`config.mk`:
```
export PLATFORM = sky130hd
export DESIGN_NAME = bram_stream_reader
export DESIGN_NICKNAME = d
export VERILOG_FILES = /design/src/rtl/bram_stream_reader.sv
export SDC_FILE = /design/constraint.sdc
export NUM_CORES = 1
export LEC_CHECK = 0
export ABC_AREA = 1
export ABC_CLOCK_PERIOD_IN_PS = 2500
export BUFFER_PORTS_ARGS = -buffer_cell sky130_fd_sc_hd__buf_2
export CORE_ASPECT_RATIO = 1.5
export CORE_MARGIN = 1.5
export CORE_UTILIZATION = 45
export CTS_CLUSTER_DIAMETER = 120
export DETAILED_ROUTE_END_ITERATION = 16
export PLACE_DENSITY = 0.69
export SYNTH_ARGS = -nofsm -noshare
export SYNTH_HDL_FRONTEND = slang
export SYNTH_SLANG_ARGS = --single-unit
```
`constraint.sdc`:
```
create_clock -name Clk -period 2.5 [get_ports Clk]
set_input_delay 0.25 -clock Clk [delete_from_list [all_inputs] [get_ports Clk]]
set_output_delay 0.25 -clock Clk [all_outputs]
set_load 0.02 [all_outputs]
```
`src/rtl/bram_stream_reader.sv`:
```
// BRAM-port read master: fetches a block of consecutive words from a BRAM port
// and replays them in address order as an AXI4-Stream packet ending in TLAST.
module bram_stream_reader #(
    parameter int ADDR_WIDTH = 32,
    parameter int DATA_WIDTH = 32,
    parameter int WEN_WIDTH  = (DATA_WIDTH + 7) / 8,
    parameter int LEN_WIDTH  = 16,
    parameter int ADDR_STEP  = (DATA_WIDTH + 7) / 8,
    parameter int FIFO_DEPTH = 4
) (
    input  logic                  Clk,
    input  logic                  Rst_n,
    input  logic                  start,
    input  logic [ADDR_WIDTH-1:0] base_addr,
    input  logic [LEN_WIDTH-1:0]  length,
    output logic                  busy,
    output logic                  done,
    output logic [ADDR_WIDTH-1:0] O_Addr,
    output logic                  O_EN,
    output logic [DATA_WIDTH-1:0] O_Din,
    input  logic [DATA_WIDTH-1:0] O_Dout,
    output logic [WEN_WIDTH-1:0]  O_WEN,
    output logic                  O_Clk,
    output logic                  O_Rst,
    output logic [DATA_WIDTH-1:0] m_tdata,
    output logic                  m_tvalid,
    input  logic                  m_tready,
    output logic                  m_tlast
);

    localparam int PTR_W = (FIFO_DEPTH > 1) ? $clog2(FIFO_DEPTH) : 1;
    localparam int CNT_W = $clog2(FIFO_DEPTH + 1) + 1;

    if (FIFO_DEPTH < 3) begin : g_depth_check
        $error("bram_stream_reader: FIFO_DEPTH must be at least 3");
    end

    typedef enum logic [1:0] {
        IDLE  = 2'd0,
        READ  = 2'd1,
        DRAIN = 2'd2
    } state_t;

    state_t                state_q;
    logic                  busy_q;
    logic                  done_q;
    logic                  en_q;
    logic                  rd_vld_q;
    logic [ADDR_WIDTH-1:0] addr_q;
    logic [LEN_WIDTH-1:0]  len_q;
    logic [LEN_WIDTH-1:0]  issued_q;
    logic [LEN_WIDTH-1:0]  beats_q;

    logic [DATA_WIDTH-1:0] mem_q [FIFO_DEPTH];
    logic [PTR_W-1:0]      wptr_q;
    logic [PTR_W-1:0]      rptr_q;
    logic [CNT_W-1:0]      count_q;
    logic [CNT_W-1:0]      count_d;

    logic                  push;
    logic                  pop;
    logic                  credit_ok;
    logic                  issue;
    logic                  last_issue;
    logic                  last_beat;

    function automatic logic [PTR_W-1:0] ptr_inc(input logic [PTR_W-1:0] p);
        if (p == PTR_W'(FIFO_DEPTH - 1)) begin
            return '0;
        end
        return p + PTR_W'(1);
    endfunction

    // A read may only be launched if its word is guaranteed a buffer slot
    // when it lands two cycles later, counting words still in the BRAM pipe.
    always_comb begin
        push       = rd_vld_q;
        pop        = m_tvalid && m_tready;
        credit_ok  = (count_q + CNT_W'(en_q) + CNT_W'(rd_vld_q))
                     < (CNT_W'(FIFO_DEPTH) + CNT_W'(pop));
        issue      = (state_q == READ) && (issued_q != len_q) && credit_ok;
        last_issue = (issued_q == (len_q - LEN_WIDTH'(1)));
        last_beat  = pop && (beats_q == (len_q - LEN_WIDTH'(1)));
        count_d    = count_q + CNT_W'(push) - CNT_W'(pop);
    end

    always_ff @(posedge Clk or negedge Rst_n) begin
        if (!Rst_n) begin
            state_q  <= IDLE;
            busy_q   <= 1'b0;
            done_q   <= 1'b0;
            en_q     <= 1'b0;
            rd_vld_q <= 1'b0;
            addr_q   <= '0;
            len_q    <= '0;
            issued_q <= '0;
            beats_q  <= '0;
        end else begin
            done_q   <= 1'b0;
            rd_vld_q <= en_q;
            if (pop) begin
                beats_q <= beats_q + LEN_WIDTH'(1);
            end
            case (state_q)
                IDLE: begin
                    en_q <= 1'b0;
                    if (start) begin
                        len_q   <= length;
                        beats_q <= '0;
                        if (length == '0) begin
                            done_q <= 1'b1;
                        end else begin
                            busy_q   <= 1'b1;
                            en_q     <= 1'b1;
                            addr_q   <= base_addr;
                            issued_q <= LEN_WIDTH'(1);
                            state_q  <= (length == LEN_WIDTH'(1)) ? DRAIN : READ;
                        end
                    end
                end
                READ: begin
                    en_q <= issue;
                    if (issue) begin
                        addr_q   <= addr_q + ADDR_WIDTH'(ADDR_STEP);
                        issued_q <= issued_q + LEN_WIDTH'(1);
                        if (last_issue) begin
                            state_q <= DRAIN;
                        end
                    end
                end
                DRAIN: begin
                    en_q <= 1'b0;
                    if (last_beat) begin
                        done_q  <= 1'b1;
                        busy_q  <= 1'b0;
                        state_q <= IDLE;
                    end
                end
                default: begin
                    en_q    <= 1'b0;
                    busy_q  <= 1'b0;
                    state_q <= IDLE;
                end
            endcase
        end
    end

    always_ff @(posedge Clk or negedge Rst_n) begin
        if (!Rst_n) begin
            wptr_q  <= '0;
            rptr_q  <= '0;
            count_q <= '0;
        end else begin
            if (push) begin
                wptr_q <= ptr_inc(wptr_q);
            end
            if (pop) begin
                rptr_q <= ptr_inc(rptr_q);
            end
            count_q <= count_d;
        end
    end

    // Buffer storage carries no reset; tdata is masked whenever the buffer is empty.
    always_ff @(posedge Clk) begin
        if (push) begin
            mem_q[wptr_q] <= O_Dout;
        end
    end

    assign busy     = busy_q;
    assign done     = done_q;
    assign O_Addr   = addr_q;
    assign O_EN     = en_q;
    assign O_Din    = '0;
    assign O_WEN    = '0;
    assign O_Clk    = Clk;
    assign O_Rst    = ~Rst_n;
    assign m_tvalid = (count_q != '0);
    assign m_tdata  = m_tvalid ? mem_q[rptr_q] : '0;
    assign m_tlast  = m_tvalid && (beats_q == (len_q - LEN_WIDTH'(1)));

endmodule
```
Word-level counts from Yosys, hierarchy flattened
Memory sizes are Yosys's and may differ from the RTL's.
Index checks and enable logic that the tools add are counted.
Word-level totals
  output and inout port bits: 107
  word-level logic and storage cells: 93
  register bits: 94
  bits in writable memories: 128
  latch bits: 0
  input port bits: 84
  memories kept: 1
  ROM bits: 0
Memories
  mem_q: words 4, width 32, rd ports 1, clocked after Yosys merged registers in 0, wr ports 1, RTL line 54  | logic [DATA_WIDTH-1:0] mem_q [FIFO_DEPTH];
Cells by class
  add/sub/neg operators: 11
  div/mod/pow operators: 0
  reductions and logical operators: 13
  muxes and demuxes: 40
  $mul: 0
  $lt $le $gt $ge: 1
  bitwise operators: 2
  shift operators: 0
  eq/ne operators: 13
Operators with widths (count)
  2-to-1 mux 32 bit: 4
  2-to-1 mux 16 bit: 6
  case mux 32 bit (2 select lines): 1
  adder 16 x 1 -> 16 bit (second input constant): 2
  adder 32 x 3 -> 32 bit (second input constant): 1
  equality test 16 bit: 2
  case mux 16 bit (2 select lines): 1
  2-to-1 mux 2 bit: 10
  equality test 16 x 1 -> 1 bit (second input constant): 1
  logical NOT 16 bit: 1
  inequality test 16 bit: 1
  subtractor 16 x 1 -> 16 bit (second input constant): 1
  2-to-1 mux 1 bit: 14
  adder 4 x 1 -> 4 bit: 3
  inequality test 2 bit (second input constant): 5
  AND reduction 4 bit: 2
  equality test 2 bit (second input constant): 3
  case mux 2 bit (3 select lines): 1
  logical AND 1 bit: 5
  AND reduction 5 bit: 1
  adder 2 x 1 -> 2 bit (second input constant): 2
  adder 3 x 1 -> 4 bit (first input constant): 1
  less-than comparator 4 bit: 1
  case mux 1 bit (2 select lines): 2
  8 further kinds: 9

Logic depth before layout (Yosys ltp)
Gate-level depths: netlist of the first run.
  word-level depth: 7
  gate-level depth with buffers: 17
  gate-level depth less buffers: 17

==> impl_results.md, run 1 <==
- Status: finished, violations left
- Failing checks: setup timing
- Peak VDD IR: 0.837 mV
- Antenna violations before repair: 0
- Post-route ant nets: 0
- Via density: 5.18
- Fin nets: 1709
- IO Pins: between 150 and 200
- Commonest non-fill, non-tap cell in the layout: nand2_1
- Share of flip-flops with an asynchronous set or reset: 42.3%
- Number of synthesized register bits: 222
- Post-synthesis cell area: 0.0117 sq mm
- Crit Path Class: reg2out
- Power Dens Cells: 1220 mW/mm^2
- Final Setup Violations: 3
- Leading area contributor after synthesis: edfxtp_1
- Grt total ovfl: 0
- Share of layout cells above drive strength 1: about 20%
- WP data required: about 2300 ps
- DRC viols: 0
- Final worst setup slack: -264 ps
- RSZ-0062 raised after global routing: true
- CP Max Fanout: 4
- Layout area overhead: 27.5%
- CP Capture Type: output port
- Syn Inst Count: 1341
- Fmax: 362 MHz
- Total number of vias: 10126
- Reg clk slew, reported paths: 70 ps
- HPWL after detailed placement: 19100 microns
- CP Data Arrival Time: between 2000 and 3000 ps
- Worst slew pin tran: 539 ps
- Die height: between 200 and 250 microns
- DR iter-0 viols: 536
- Tcrit/Tclk final: 111%
- Yosys cell types: 45
- Final hold violation count: 0
- Seq/Total Area, Yosys: a little over half
- # diodes: 0
- First-pass GRT wire length: 47500 microns
- Core Region: between 0.02 and 0.03 sq mm
- Synth area leaders: edfxtp_1 33%, dfrtp_1 20%, nand2_1 7.7%
- Max_cap viols: 0
- Clk Latency, worst-skew pair: between 600 and 700 ps
- IO Port Bufs: around 150
- Die area: 0.0270 sq mm
- Starting Density: a little under half
- Count of flip-flops with a built-in enable after synthesis: 128
- Largest net degree at the start of global routing: 95
- Final core occ: 58.0%
- Setup Slack @ Placement: 47.8 ps
- # rows: 72
- Leak Pwr: between 6 and 7 nW
- Die Wd: 135 microns
- Post-synth top area share: between 30% and 40%
- Syn avg cell area: 8.71 sq um
- Final Max Slew Viols: 0
- Final wirelength: 30300 microns
- Synthesis Warnings: 0
- CTS tree: yes
- Worst rel slew slack: 64.1%
- Worst min-delay path class: in2reg
- Top FF cell, synth: edfxtp_1
- Vias in the first global route: 9964
- Most frequent cells in the layout: 225 x nand2_1, 222 x nor2_1, 152 x buf_2
- GR Util All Layers: 21.8%
- Routed wire length per instance: 15.5 microns
- Critical Path Start Type: flop
- Drt pass-1 iters: 5
- Final min period: 2760 ps
- Skew final: 15.0 ps
- Final Wtd Congestion: 0.921
- TNS Setup: -406 ps
[per-layer routing]
layer / vias to the layer above / share of wire [%] / global-route usage (%)
li1: 4903 / - / -
met1: 4725 / 38 / 23.9
met2: 409 / 52 / 40.8
met3: 89 / 6.4 / 3.62
met4: 0 / 4.1 / 9.06
met5: - / 0 / 0
[stage by stage]
| stage | instance area (sq um) | std cells | hold slack, ps | total power [mW] |
|---|---|---|---|---|
| 2_1_floorplan | 11800 | 1376 | -45.6 | 11.1 |
| 3_3_place_gp | 12800 | 1805 | 371 | 13.3 |
| 3_5_place_dp | 12800 | 1805 | 372 | 13.4 |
| 4_1_cts | 14700 | 1949 | 4.94 | 17.7 |
| 5_1_grt | 14900 | 1956 | 38.6 | 19.4 |
| 6_report | 14900 | 1956 | 25.6 | 18.2 |
[state kept, by name (all words and copies together), names as in the netlist, 4 cells and up]
signal	flops
issued_q	16
mem_q	128
count_q	4
beats_q	16
O_Addr	32
len_q	16
[worst paths after layout]
path                                     endpoint            startpoint  depth (start not counted)  slack, ps
max reg2reg                state_q[0]$_DFFE_PN0P_  len_q[0]$_DFFE_PN0P_                         20        -80
max in group asynchronous   rptr_q[0]$_DFFE_PN0P_                 Rst_n                          3       1850
min                         O_Addr[8]$_DFFE_PN0P_          base_addr[8]                          3         30
max                                       m_tlast  len_q[1]$_DFFE_PN0P_                         15       -260
min in group asynchronous    count_q[0]$_DFF_PN0_                 Rst_n                          3        200
min reg2reg                        push$_DFF_PN0_        O_EN$_DFF_PN0_                          0        430
[critical path: stages (launching register included)]
cell and delay [ps]:
dfrtp_2 410, inv_2 60, ha_4 190, nand2_4 90
buf_4 110, nand2_1 50, nand2_1 70, nand2_1 70
nor2_1 130, nand3_1 90, nor2_1 90, nand2_1 60
nor2_2 120, nand3_2 110, nor2_4 100, buf_6 130
[cells in the mapped netlist (2+ instances only)]
library cell  count
nand2_1         239
nor2_1          237
o21ai_0         129
edfxtp_1        128
inv_1           115
dfrtp_1          94
a21oi_1          52
nand3_1          50
xor2_1           42
buf_4            39
clkbuf_1         33
nor3_1           27
nand4_1          21
ha_1             16
xnor2_1          15
o21ai_1          13
nor2_2            9
a31oi_1           8
buf_2             8
nor4_1            7
inv_2             6
o22ai_1           6
buf_1             5
nand3b_1          4
o31ai_1           4
or2_2             4
a22oi_1           3
o21a_1            3
o31ai_2           3
and2_1            2
fa_1              2
nand2_2           2
nor2_4            2
xnor3_1           2
[where the power goes]
group / leakage [nW] / internal, mW / switching [mW] / total (mW)
Sequential: 2.35 / 4.84 / 0.830 / 5.67
Combinational: 3.70 / 3.11 / 5.61 / 8.72
Clock: 0.414 / 2.34 / 1.46 / 3.80
[logic make-up (layout without fill, tap and decap cells)]
family,after synthesis,count (layout),share of synthesized area (%)
buffers and inverters,207,454,7.99
other,1,36,0.0321
and+or+nand+nor,609,609,21.9
xor gates and xnor gates,59,59,4.66
AOI/OAI and AO/OA,225,225,10.3
adders and majority gates,18,18,2.06
DFF,222,222,53.0
[cell type report]
class	count	area, sq um
Sequential cell	222	6200
Inverter	122	460
Multi-Input combinational cell	947	4880
Clock inverter	9	133
Clock buffer	35	726
Fill cell	2203	10800
Timing Repair Buffer	288	2080
Tap cell	333	417
[what timing repair did]
action / CTS / global route
pin swaps: 13 / 28
hold buffers: 80 / 0
buffers inserted: 21 / 15
setup endpoints to repair: 31 / 22
resized for setup: 35 / 41
endpoints found under the hold margin: 270 / 0
cloned: 0 / 1
Note: power is estimated with default switching activity, not from simulation.
==> inputs of run 2 (changes only) <==
--- a/config.mk
+++ b/config.mk
@@ -5,7 +5,6 @@
 export SDC_FILE = /design/constraint.sdc
 export NUM_CORES = 1
 export LEC_CHECK = 0
-export ABC_AREA = 1
 export ABC_CLOCK_PERIOD_IN_PS = 2500
 export BUFFER_PORTS_ARGS = -buffer_cell sky130_fd_sc_hd__buf_2
 export CORE_ASPECT_RATIO = 1.5
==> impl_results.md, run 2 <==
- CTS tree: yes
- Most frequent cells in the layout: 146 x buf_2, 128 x edfxtp_1, 96 x buf_4
- Clk Latency, worst-skew pair: 630 ps
- Syn avg cell area: 12.1 sq um
- GR Util All Layers: between 20% and 30%
- Failing checks: setup timing
- DR iter-0 viols: approximately 370
- CP Data Arrival Time: between 3000 and 4000 ps
- Final worst setup slack: -794 ps
- Vias in the first global route: around 8500
- Commonest non-fill, non-tap cell in the layout: buf_2
- Largest net degree at the start of global routing: 63
- Via density: 5.26
- Die Wd: 131 microns
- IO Port Bufs: 154
- RSZ-0062 raised after global routing: true
- Layout area overhead: 31.9%
- Seq/Total Area, Yosys: 56.3%
- Status: finished, violations left
- Largest register FFs: 128
- Power Dens Cells: 1140 mW/mm^2
- Fmax: 304 MHz
- Reg with most FFs: mem_q
- Final Wtd Congestion: 0.834
- R2r setup slk: -240 ps
- Hold path cells: 5
- FF-to-FF Start: len_q[1]$_DFFE_PN0P_
- Routed wire length per instance: 17.5 microns
- Critical Path Start Type: flop
- # fillers: approximately 1900
- Reg clk slew, reported paths: 60 ps
- Final Max Slew Viols: 0
- CP Capture Type: output port
- DRC viols: 0
- Skew final: 13.8 ps
- Post-Synth Simple-Gate Area: 13.6%
- Core Region: 0.0238 sq mm
- XOR/XNOR share of the synthesized area: 6.15%
- WP data required: about 2300 ps
- HPWL after detailed placement: between 15000 and 20000 microns
- Antenna violations before repair: 1
- Final core occ: 60.9%
- Syn Inst Count: 906
- Top cells by count, synth: 128 x edfxtp_1, 94 x dfrtp_1, 71 x nand2_1
- Critical path's largest stage delay: 490 ps
- Power Total: 16.6 mW
- Final hold violation count: 0
- Leading area contributor after synthesis: edfxtp_1
- Starting Density: 46.2%
- Synthesis Warnings: 0
- Compound-Gate Fraction of Synth Area: between 7 and 8%
- Largest family of logic cells by synthesized area: simple AND/OR/NAND/NOR gates
- Crit Path Class: reg2out
- Total number of vias: 8179
- IO Pins: 191
- # rows: 69
- Post-synthesis mux area share: around 8%
- Worst slew pin tran: 571 ps
- Adder-cell share of the synthesized area: under 10%
- Final wirelength: 27200 microns
- Worst rel slew slack: 61.0%
- Top FF cell, synth: edfxtp_1
- Most common cell in the netlist: edfxtp_1
- Hold Path Origin: base_addr[15]
- Die height: just under 200 microns
- CP Max Fanout: 4
- Count of flip-flops with a built-in enable after synthesis: about 130
- Worst min-delay path class: in2reg
- Leak Pwr: 5.93 nW
- Share of flip-flops with an asynchronous set or reset: 42.3%
- Tcrit/Tclk final: 132%
- Post-synth top area share: between 30% and 40%
- CP cell instances: inv_2 > ha_4 > or4b_4 > o21a_1 > o31a_1 > nor4_2 > nand4_1 > nor4_4 > buf_4
- FF-to-FF End: done$_DFF_PN0_
- First-pass GRT wire length: around 43000 microns
- Slowest CP cell: or4b_4
- Synth area leaders: edfxtp_1 35%, dfrtp_1 21%, mux4_2 6.6%
- Yosys cell types: 71
- Grt total ovfl: 0
- Post-synthesis cell area: 0.0110 sq mm
- Final Setup Violations: 5
- WHS Endpoint: O_Addr[15]$_DFFE_PN0P_
- R2R depth: 11
- Peak VDD IR: 0.890 mV
- Number of synthesized register bits: 222
- Drt pass-1 iters: 6
- Max_cap viols: 0
- Post-route ant nets: 0
- Share of layout cells above drive strength 1: between 30% and 40%
- Final min period: 3290 ps
- Fin nets: 1319
- Die area: 0.0254 sq mm
run 2: cell types whose count changed in the layout (fill, tap and decap cells not counted), sizes merged, moves of 9 or more:
cell | previous run | this run
and2 | 2 | 40
xnor2 | 15 | 37
o21ai | 142 | 44
nand3 | 50 | 28
mux2 | 0 | 13
buf | 208 | 252
inv | 123 | 34
nor3 | 28 | 17
or3 | 0 | 9
mux4 | 0 | 32
nand2 | 242 | 71
nor2 | 249 | 52
nand4 | 21 | 12
run 2: critical path: cells and delay by family, from the launching register on:
kind / cells / cell delay [ps]
AO/OA/AOI/OAI: 2 / 460
adder cells (fa/ha/maj): 1 / 130
buffers and inverters: 2 / 290
flip-flops: 1 / 400
AND/OR/NAND/NOR: 4 / 1140
run 2: final cells by class:
| class | count | area, sq um | share of cell area [%] |
|---|---|---|---|
| inverter | 31 | 126 | 0.871 |
| multi-input combinational | 604 | 4520 | 31.2 |
| timing repair buffer | 331 | 2430 | 16.7 |
| clock inverter | 17 | 166 | 1.15 |
| sequential | 222 | 6200 | 42.7 |
| clock buffer | 29 | 663 | 4.57 |
| antenna | 1 | 2.50 | 0.0172 |
| tap | 319 | 399 | 2.75 |
run 2: logic make-up after synthesis:
kind of cell	count (synthesis)
flip-flops	222
AND/OR/NAND/NOR	282
buffers and inverters	115
XOR/XNOR	74
adder cells (fa/ha/maj)	18
multiplexers	46
AO/OA/AOI/OAI	148
other	1
run 2: how the worst max path moves through the flow:
stage,start,end,slack (ps),cells after the start
floorplan,len_q[2]$_DFFE_PN0P_,m_tlast,-60,8
global placement,len_q[1]$_DFFE_PN0P_,m_tlast,-260,9
detailed placement,len_q[1]$_DFFE_PN0P_,m_tlast,-230,9
CTS,len_q[0]$_DFFE_PN0P_,m_tlast,-800,9
global route,len_q[1]$_DFFE_PN0P_,m_tlast,-870,9
finish,len_q[1]$_DFFE_PN0P_,m_tlast,-790,9
run 2: where the power goes:
part	leakage (nW)	switching (mW)	total, mW	internal [mW]
clock network	0.398	1.53	3.67	2.14
registers	2.32	0.626	5.43	4.81
logic	3.20	4.12	7.46	3.35
total	5.93	6.27	16.6	10.3
run 2: per-layer routing:
metal  vias up  GRT usage [%]  wire length [microns]
met5         -              0                      0
met3        62           4.60                   1480
met4         0           8.34                    820
li1       3849              -                      -
met1      4009           24.1                  10500
met2       259           39.7                  14500
run 2: through the flow:
stage	instance area (sq um)	hold slack, ps	setup TNS [ps]	setup WS, ps	std cells
finish	14500	44.9	-1470	-794	1554
floorplan	11200	-45.6	-158	-59.1	941
detailed placement	12500	233	-1010	-232	1411
CTS	14400	11.4	-1860	-798	1551
global placement	12500	237	-1000	-258	1411
global route	14500	68.8	-1840	-871	1554
run 2: what timing repair did:
action,in CTS,in global routing
gates resized for setup,31,33
endpoints found under the hold margin,205,0
setup endpoints to repair,47,69
gates cloned,3,0
buffers inserted,12,4
hold buffers,80,0
pin swaps,4,7
